`src/rtl/l1_line_fill_unit_if.sv`:
```
// Handshake and bus bundle for the L1 line fill unit.
// The master modport is the fill unit's view. The slave modport is the view of the lookup, memory and core side.
interface l1_line_fill_unit_if #(
    parameter int ADDR_WIDTH = 32,
    parameter int DATA_WIDTH = 32,
    parameter int LINE_SIZE  = 32,
    parameter int WAYS       = 4,
    parameter int SETS       = 256
);
    localparam int LINE_W   = LINE_SIZE * 8;
    localparam int WAY_W    = $clog2(WAYS);
    localparam int INDEX_W  = $clog2(SETS);
    localparam int OFFSET_W = $clog2(LINE_SIZE);
    localparam int TAG_W    = ADDR_WIDTH - INDEX_W - OFFSET_W;

    logic                  miss_valid;
    logic                  miss_ready;
    logic [ADDR_WIDTH-1:0] miss_addr;
    logic [WAY_W-1:0]      miss_way;

    logic                  mem_req_valid;
    logic                  mem_req_ready;
    logic [ADDR_WIDTH-1:0] mem_req_addr;

    logic                  mem_rsp_valid;
    logic [DATA_WIDTH-1:0] mem_rsp_data;
    logic                  mem_rsp_err;

    logic                  fill_valid;
    logic [TAG_W-1:0]      fill_tag;
    logic [INDEX_W-1:0]    fill_index;
    logic [WAY_W-1:0]      fill_way;
    logic [LINE_W-1:0]     fill_data;
    logic                  fill_err;

    logic                  cpu_valid;
    logic [DATA_WIDTH-1:0] cpu_data;
    logic                  busy;

    modport master (
        input  miss_valid, miss_addr, miss_way, mem_req_ready,
               mem_rsp_valid, mem_rsp_data, mem_rsp_err,
        output miss_ready, mem_req_valid, mem_req_addr,
               fill_valid, fill_tag, fill_index, fill_way, fill_data, fill_err,
               cpu_valid, cpu_data, busy
    );

    modport slave (
        output miss_valid, miss_addr, miss_way, mem_req_ready,
               mem_rsp_valid, mem_rsp_data, mem_rsp_err,
        input  miss_ready, mem_req_valid, mem_req_addr,
               fill_valid, fill_tag, fill_index, fill_way, fill_data, fill_err,
               cpu_valid, cpu_data, busy
    );
endinterface

```
`src/rtl/l1_line_fill_unit.sv`:
```
// L1 miss handler: requests a line, gathers its beats, writes the whole line in one cycle and returns the missed word.
// Optional macro L1_FILL_CWF_EN: critical-word-first wrapping burst, with an early return of the requested word.
module l1_line_fill_unit #(
    parameter int ADDR_WIDTH = 32,
    parameter int DATA_WIDTH = 32,
    parameter int LINE_SIZE  = 32,
    parameter int WAYS       = 4,
    parameter int SETS       = 256
) (
    input  logic                clk,
    input  logic                rst,
    l1_line_fill_unit_if.master bus
);
    localparam int BEATS    = LINE_SIZE * 8 / DATA_WIDTH;
    localparam int CNT_W    = $clog2(BEATS);
    localparam int BYTE_W   = $clog2(DATA_WIDTH / 8);
    localparam int WAY_W    = $clog2(WAYS);
    localparam int INDEX_W  = $clog2(SETS);
    localparam int OFFSET_W = $clog2(LINE_SIZE);
    localparam int TAG_W    = ADDR_WIDTH - INDEX_W - OFFSET_W;

    typedef enum logic [1:0] {IDLE, REQ, COLLECT, FILL} state_t;

    state_t                        state_q, state_d;
    logic [CNT_W-1:0]              cnt_q, cnt_d;
    logic                          err_q, err_d;
    logic [ADDR_WIDTH-1:BYTE_W]    addr_q;
    logic [WAY_W-1:0]              way_q;
    logic [BEATS-1:0][DATA_WIDTH-1:0] line_q;

    logic                          capture;
    logic                          beat_we;
    logic [CNT_W-1:0]              word_off;
    logic [CNT_W-1:0]              start;
    logic [CNT_W-1:0]              slot;
    logic                          req_active;
    logic                          fill_active;
    logic                          cpu_valid_w;

    assign word_off    = addr_q[OFFSET_W-1:BYTE_W];
    assign slot        = start + cnt_q;
    assign req_active  = (state_q == REQ);
    assign fill_active = (state_q == FILL);

    always_comb begin
        state_d = state_q;
        cnt_d   = cnt_q;
        err_d   = err_q;
        capture = 1'b0;
        beat_we = 1'b0;
        case (state_q)
            IDLE: begin
                if (bus.miss_valid) begin
                    capture = 1'b1;
                    state_d = REQ;
                end
            end
            REQ: begin
                if (bus.mem_req_ready) begin
                    cnt_d   = '0;
                    state_d = COLLECT;
                end
            end
            COLLECT: begin
                if (bus.mem_rsp_valid) begin
                    beat_we = 1'b1;
                    cnt_d   = cnt_q + 1'b1;
                    err_d   = err_q | bus.mem_rsp_err;
                    if (cnt_q == CNT_W'(BEATS - 1)) begin
                        state_d = FILL;
                    end
                end
            end
            FILL: begin
                err_d   = 1'b0;
                state_d = IDLE;
            end
            default: state_d = IDLE;
        endcase
    end

    always_ff @(posedge clk) begin
        if (rst) begin
            state_q <= IDLE;
            cnt_q   <= '0;
            err_q   <= 1'b0;
        end else begin
            state_q <= state_d;
            cnt_q   <= cnt_d;
            err_q   <= err_d;
        end
    end

    // Captured miss and line buffer are pure data and are never reset.
    always_ff @(posedge clk) begin
        if (capture) begin
            addr_q <= bus.miss_addr[ADDR_WIDTH-1:BYTE_W];
            way_q  <= bus.miss_way;
        end
        if (beat_we) begin
            line_q[slot] <= bus.mem_rsp_data;
        end
    end

`ifdef L1_FILL_CWF_EN
    logic cwf_q, cwf_d;

    // The first beat of a wrapping burst is the requested word, so it is returned as soon as it lands.
    assign cwf_d       = beat_we && (cnt_q == '0);
    assign start       = word_off;
    assign cpu_valid_w = cwf_q;
    assign bus.mem_req_addr = req_active ? {addr_q, BYTE_W'(0)} : '0;

    always_ff @(posedge clk) begin
        if (rst) begin
            cwf_q <= 1'b0;
        end else begin
            cwf_q <= cwf_d;
        end
    end
`else
    assign start       = '0;
    assign cpu_valid_w = fill_active;
    assign bus.mem_req_addr = req_active ? {addr_q[ADDR_WIDTH-1:OFFSET_W], OFFSET_W'(0)} : '0;
`endif

    assign bus.miss_ready    = (state_q == IDLE);
    assign bus.busy          = (state_q != IDLE);
    assign bus.mem_req_valid = req_active;

    // Data outputs are gated so that nothing from the unreset buffer is visible outside a strobe.
    assign bus.fill_valid = fill_active;
    assign bus.fill_tag   = fill_active ? addr_q[ADDR_WIDTH-1 -: TAG_W] : '0;
    assign bus.fill_index = fill_active ? addr_q[OFFSET_W +: INDEX_W] : '0;
    assign bus.fill_way   = fill_active ? way_q : '0;
    assign bus.fill_data  = fill_active ? line_q : '0;
    assign bus.fill_err   = fill_active & err_q;
    assign bus.cpu_valid  = cpu_valid_w;
    assign bus.cpu_data   = cpu_valid_w ? line_q[word_off] : '0;
endmodule

```
`src/flat_wrapper.sv`:
```
// flat-port wrapper written by rule: the top's interface ports become plain ports
module l1_line_fill_unit_flat 
#(
    parameter int ADDR_WIDTH = 32,
    parameter int DATA_WIDTH = 32,
    parameter int LINE_SIZE  = 32,
    parameter int WAYS       = 4,
    parameter int SETS       = 256
)
  (clk, rst, bus_miss_valid, bus_miss_addr, bus_miss_way, bus_mem_req_ready, bus_mem_rsp_valid, bus_mem_rsp_data, bus_mem_rsp_err, bus_miss_ready, bus_mem_req_valid, bus_mem_req_addr, bus_fill_valid, bus_fill_tag, bus_fill_index, bus_fill_way, bus_fill_data, bus_fill_err, bus_cpu_valid, bus_cpu_data, bus_busy);
  l1_line_fill_unit_if #(.ADDR_WIDTH(ADDR_WIDTH), .DATA_WIDTH(DATA_WIDTH), .LINE_SIZE(LINE_SIZE), .WAYS(WAYS), .SETS(SETS)) bus_i ();
  input  logic clk;
  input  logic rst;
  input wire logic [$bits(bus_i.miss_valid)-1:0] bus_miss_valid;
  input wire logic [$bits(bus_i.miss_addr)-1:0] bus_miss_addr;
  input wire logic [$bits(bus_i.miss_way)-1:0] bus_miss_way;
  input wire logic [$bits(bus_i.mem_req_ready)-1:0] bus_mem_req_ready;
  input wire logic [$bits(bus_i.mem_rsp_valid)-1:0] bus_mem_rsp_valid;
  input wire logic [$bits(bus_i.mem_rsp_data)-1:0] bus_mem_rsp_data;
  input wire logic [$bits(bus_i.mem_rsp_err)-1:0] bus_mem_rsp_err;
  output wire logic [$bits(bus_i.miss_ready)-1:0] bus_miss_ready;
  output wire logic [$bits(bus_i.mem_req_valid)-1:0] bus_mem_req_valid;
  output wire logic [$bits(bus_i.mem_req_addr)-1:0] bus_mem_req_addr;
  output wire logic [$bits(bus_i.fill_valid)-1:0] bus_fill_valid;
  output wire logic [$bits(bus_i.fill_tag)-1:0] bus_fill_tag;
  output wire logic [$bits(bus_i.fill_index)-1:0] bus_fill_index;
  output wire logic [$bits(bus_i.fill_way)-1:0] bus_fill_way;
  output wire logic [$bits(bus_i.fill_data)-1:0] bus_fill_data;
  output wire logic [$bits(bus_i.fill_err)-1:0] bus_fill_err;
  output wire logic [$bits(bus_i.cpu_valid)-1:0] bus_cpu_valid;
  output wire logic [$bits(bus_i.cpu_data)-1:0] bus_cpu_data;
  output wire logic [$bits(bus_i.busy)-1:0] bus_busy;
  assign bus_i.miss_valid = bus_miss_valid;
  assign bus_i.miss_addr = bus_miss_addr;
  assign bus_i.miss_way = bus_miss_way;
  assign bus_i.mem_req_ready = bus_mem_req_ready;
  assign bus_i.mem_rsp_valid = bus_mem_rsp_valid;
  assign bus_i.mem_rsp_data = bus_mem_rsp_data;
  assign bus_i.mem_rsp_err = bus_mem_rsp_err;
  assign bus_miss_ready = bus_i.miss_ready;
  assign bus_mem_req_valid = bus_i.mem_req_valid;
  assign bus_mem_req_addr = bus_i.mem_req_addr;
  assign bus_fill_valid = bus_i.fill_valid;
  assign bus_fill_tag = bus_i.fill_tag;
  assign bus_fill_index = bus_i.fill_index;
  assign bus_fill_way = bus_i.fill_way;
  assign bus_fill_data = bus_i.fill_data;
  assign bus_fill_err = bus_i.fill_err;
  assign bus_cpu_valid = bus_i.cpu_valid;
  assign bus_cpu_data = bus_i.cpu_data;
  assign bus_busy = bus_i.busy;
  l1_line_fill_unit #(.ADDR_WIDTH(ADDR_WIDTH), .DATA_WIDTH(DATA_WIDTH), .LINE_SIZE(LINE_SIZE), .WAYS(WAYS), .SETS(SETS)) u_core (.clk(clk), .rst(rst), .bus(bus_i));
endmodule
```
`config.mk`:
```
export PLATFORM = sky130hd
export DESIGN_NAME = l1_line_fill_unit_flat
export DESIGN_NICKNAME = d
export VERILOG_FILES = /design/src/rtl/l1_line_fill_unit_if.sv /design/src/rtl/l1_line_fill_unit.sv /design/src/flat_wrapper.sv
export SDC_FILE = /design/constraint.sdc
export NUM_CORES = 1
export LEC_CHECK = 0
export ABC_AREA = 1
export BUFFER_PORTS_ARGS = -buffer_cell sky130_fd_sc_hd__buf_2
export CORE_ASPECT_RATIO = 0.5
export CORE_UTILIZATION = 45
export CTS_CLUSTER_SIZE = 28
export DETAILED_ROUTE_END_ITERATION = 7
export PLACE_DENSITY = 0.7
export SETUP_SLACK_MARGIN = 0.05
export SYNTH_ARGS = -nofsm -noshare
export SYNTH_HDL_FRONTEND = slang
export SYNTH_SLANG_ARGS = --single-unit
```
`constraint.sdc`:
```
create_clock -name clk -period 3 [get_ports clk]
set_clock_uncertainty 0.1 [all_clocks]
set_input_delay 0.9 -clock clk [delete_from_list [all_inputs] [get_ports clk]]
set_output_delay 0.9 -clock clk [all_outputs]
set_load 0.01 [all_outputs]
```
==> results.json <==
{
  "status": "complete, but fails checks",
  "violations": "design-rule violations, negative setup slack",
  "cts_buffer_depth": 3,
  "finalSetupTns_ps": -32.9,
  "grt_max_degree": 65,
  "leakage_nw": 12.0,
  "synth-simple-area-share": 0.237,
  "core_area_um2": 33100,
  "layout-drive-gt1-share": 0.263,
  "synth_top_family_by_area": "simple AND/OR/NAND/NOR gates",
  "syn-cell-area_um2": 15100,
  "root_buffer": "clkbuf_16",
  "synth.area.top_cells": "edfxtp_1, nand2_1, inv_1",
  "post_drt_wl_per_cell_um": 17.2,
  "min_period_over_period": 1.01,
  "finalHoldViolCount": 0,
  "cts_buffers": 28,
  "drt_iter0_drc": 1245,
  "syn_area_per_cell_um2": 8.04,
  "ys.warnings.count": 0,
  "fin_area_um2": 19900,
  "viasPerCell": 4.82,
  "fp.dieH_um": 132,
  "synth_xor_area_frac": 0,
  "design.die.area_um2": 34400,
  "layout_commonest_cell": "nand2_1",
  "firstDrtPassIters": 8,
  "vias": 13400,
  "ff2ff_setup_slack_ps": 1020,
  "met2_length_um": 22800,
  "cts.sinks": 294,
  "grt_pass1_vias": 12100,
  "place_area_um2": 17900,
  "ys_types": 15,
  "die_w_um": 261,
  "required_ps": 2000,
  "final_cell_mix": "nand2_1, inv_1, buf_2",
  "vdd_ir_drop_max_mv": 0.433,
  "drc_errors": 1,
  "gp_congestion": 0.847,
  "grt_pass1_wl_um": 69300,
  "ant_nets": 0,
  "setup_viol": 3,
  "synth_seq_cells": 294,
  "cp.arrival_ps": 2020,
  "synth_top_area_cell": "edfxtp_1",
  "hold_path.class": "flip-flop to flip-flop",
  "overflow": 0,
  "grt_setup_unrepaired": "true",
  "synth.top_cell.area_share": 0.571,
  "layout.nets": 2391,
  "clk_latency_ps": 560,
  "dp_hpwl_um": 26700,
  "drt_wl_total_um": 47800,
  "end_kind": "output pin",
  "io_buffer_count": 419,
  "htree_levels": 1,
  "antenna_found_initial": 1,
  "cp-start-kind": "flip-flop",
  "synth-compound-area-share": 0.00132,
  "pin_count": 427,
  "wl_met3_um": 3640,
  "synthCells": 1884,
  "top_layer_used": "met4",
  "grt_usage": 0.267,
  "initial_core_util": 0.457,
  "clkTransAtPathRegs_ps": 70,
  "synth.yosys.seq_area_share": 0.579,
  "drv_cap": 0,
  "max_freq_mhz": 331,
  "cts_tree": "yes",
  "syn2layout_area_growth_pct": 31.2,
  "fin_crit_ps": 3020,
  "slew_viol_final": 0,
  "muxShareOfSynthArea": 0,
  "power_density_nw_per_um2": 622,
  "critPathKind": "flip-flop to output pin",
  "crit_fanout": 23,
  "setup_slack_ps": -17.3,
  "synthAdderAreaFrac": 0.00578,
  "rows": 47,
  "m1WireLength_um": 19400
}
==> registers in the layout, indices dropped and copies added (netlist names) <==
| register | cells |
|---|---|
| u_core.line_q | 256 |
| u_core.addr_q | 30 |
| u_core.cnt_q | 3 |
| u_core.state_q | 2 |
| u_core.way_q | 2 |
| u_core.err_q | 1 |
==> timing repair <==
| action | 4_1_cts | 5_1_grt |
|---|---|---|
| hold buffers | 0 | 0 |
| pin swaps | 20 | 7 |
| resized for setup | 80 | 58 |
| setup endpoints to repair | 261 | 129 |
| setup buffers | 15 | 3 |
| cloned | 15 | 5 |
==> report_power, final <==
| group | internal (mW) | switching [mW] |
|---|---|---|
| clock | 1.83 | 1.55 |
| combinational | 1.58 | 2.55 |
| sequential | 4.74 | 0.0955 |
| total | 8.16 | 4.19 |
==> worst max-delay path, cell delays in order (launching register included) <==
cell and delay [ps]:
edfxtp_1 370, buf_12 200, inv_16 80, buf_16 180, nand2_1 90, nand3_1 60
nand3_1 100, nand2_1 60, nor2_1 130, buf_2 150
==> synthesized netlist by cell type <==
library cell	n
inv_2	2
or2_2	1
nand2_1	654
a21oi_1	4
clkbuf_1	15
edfxtp_1	288
ha_1	7
conb_1	1
buf_4	17
nand3_1	166
inv_1	584
buf_2	51
buf_1	9
dfxtp_1	6
nor2_1	79
==> stage by stage <==
stage	total power, mW	cells	worst slack (ps)	util	hold slack, ps
after floorplan	6.95	1888	87.3	-	321
after global placement	8.25	2686	352	0.540	335
after detailed placement	8.29	2686	262	0.540	340
after CTS	12.2	2764	-1.09	0.590	351
after global routing	12.9	2772	-100	0.600	379
final	12.4	2772	-17.3	0.600	356
==> worst paths after layout <==
kind,startpoint,endpoint,cells after the start
setup / recovery,u_core.addr_q[2]$_DFFE_PP_,bus_cpu_data[25],9
hold / removal,u_core.err_q$_SDFFE_PP0P_,u_core.err_q$_SDFFE_PP0P_,2
setup reg to reg,u_core.state_q[0]$_SDFFE_PP0P_,u_core.line_q[108]$_DFFE_PP_,5
hold reg to reg,u_core.err_q$_SDFFE_PP0P_,u_core.err_q$_SDFFE_PP0P_,2
==> metal layers <==
layer / global-route usage / up-vias
met2: 0.431 / 651
met5: 0 / -
li1: - / 6345
met4: 0.107 / 0
met3: 0.0357 / 129
met1: 0.365 / 6245
==> cell type report <==
class | count | area, µm²
Fill cell | 2870 | 13200
Sequential cell | 294 | 8780
Multi-Input combinational cell | 916 | 4020
Timing Repair Buffer | 485 | 3450
Inverter | 586 | 2230
Clock buffer | 34 | 744
Tap cell | 441 | 552
Clock inverter | 14 | 88.8
Timing Repair inverter | 1 | 6.26
Antenna cell | 1 | 2.50
==> logic make-up (layout without fill, tap and decap cells) <==
family,after synthesis,count (layout)
other,1,6
DFF,294,294
buffers and inverters,678,1120
AOI/OAI and AO/OA,4,4
adders and majority gates,7,7
and+or+nand+nor,900,900
(Power assumes the default switching activity.)
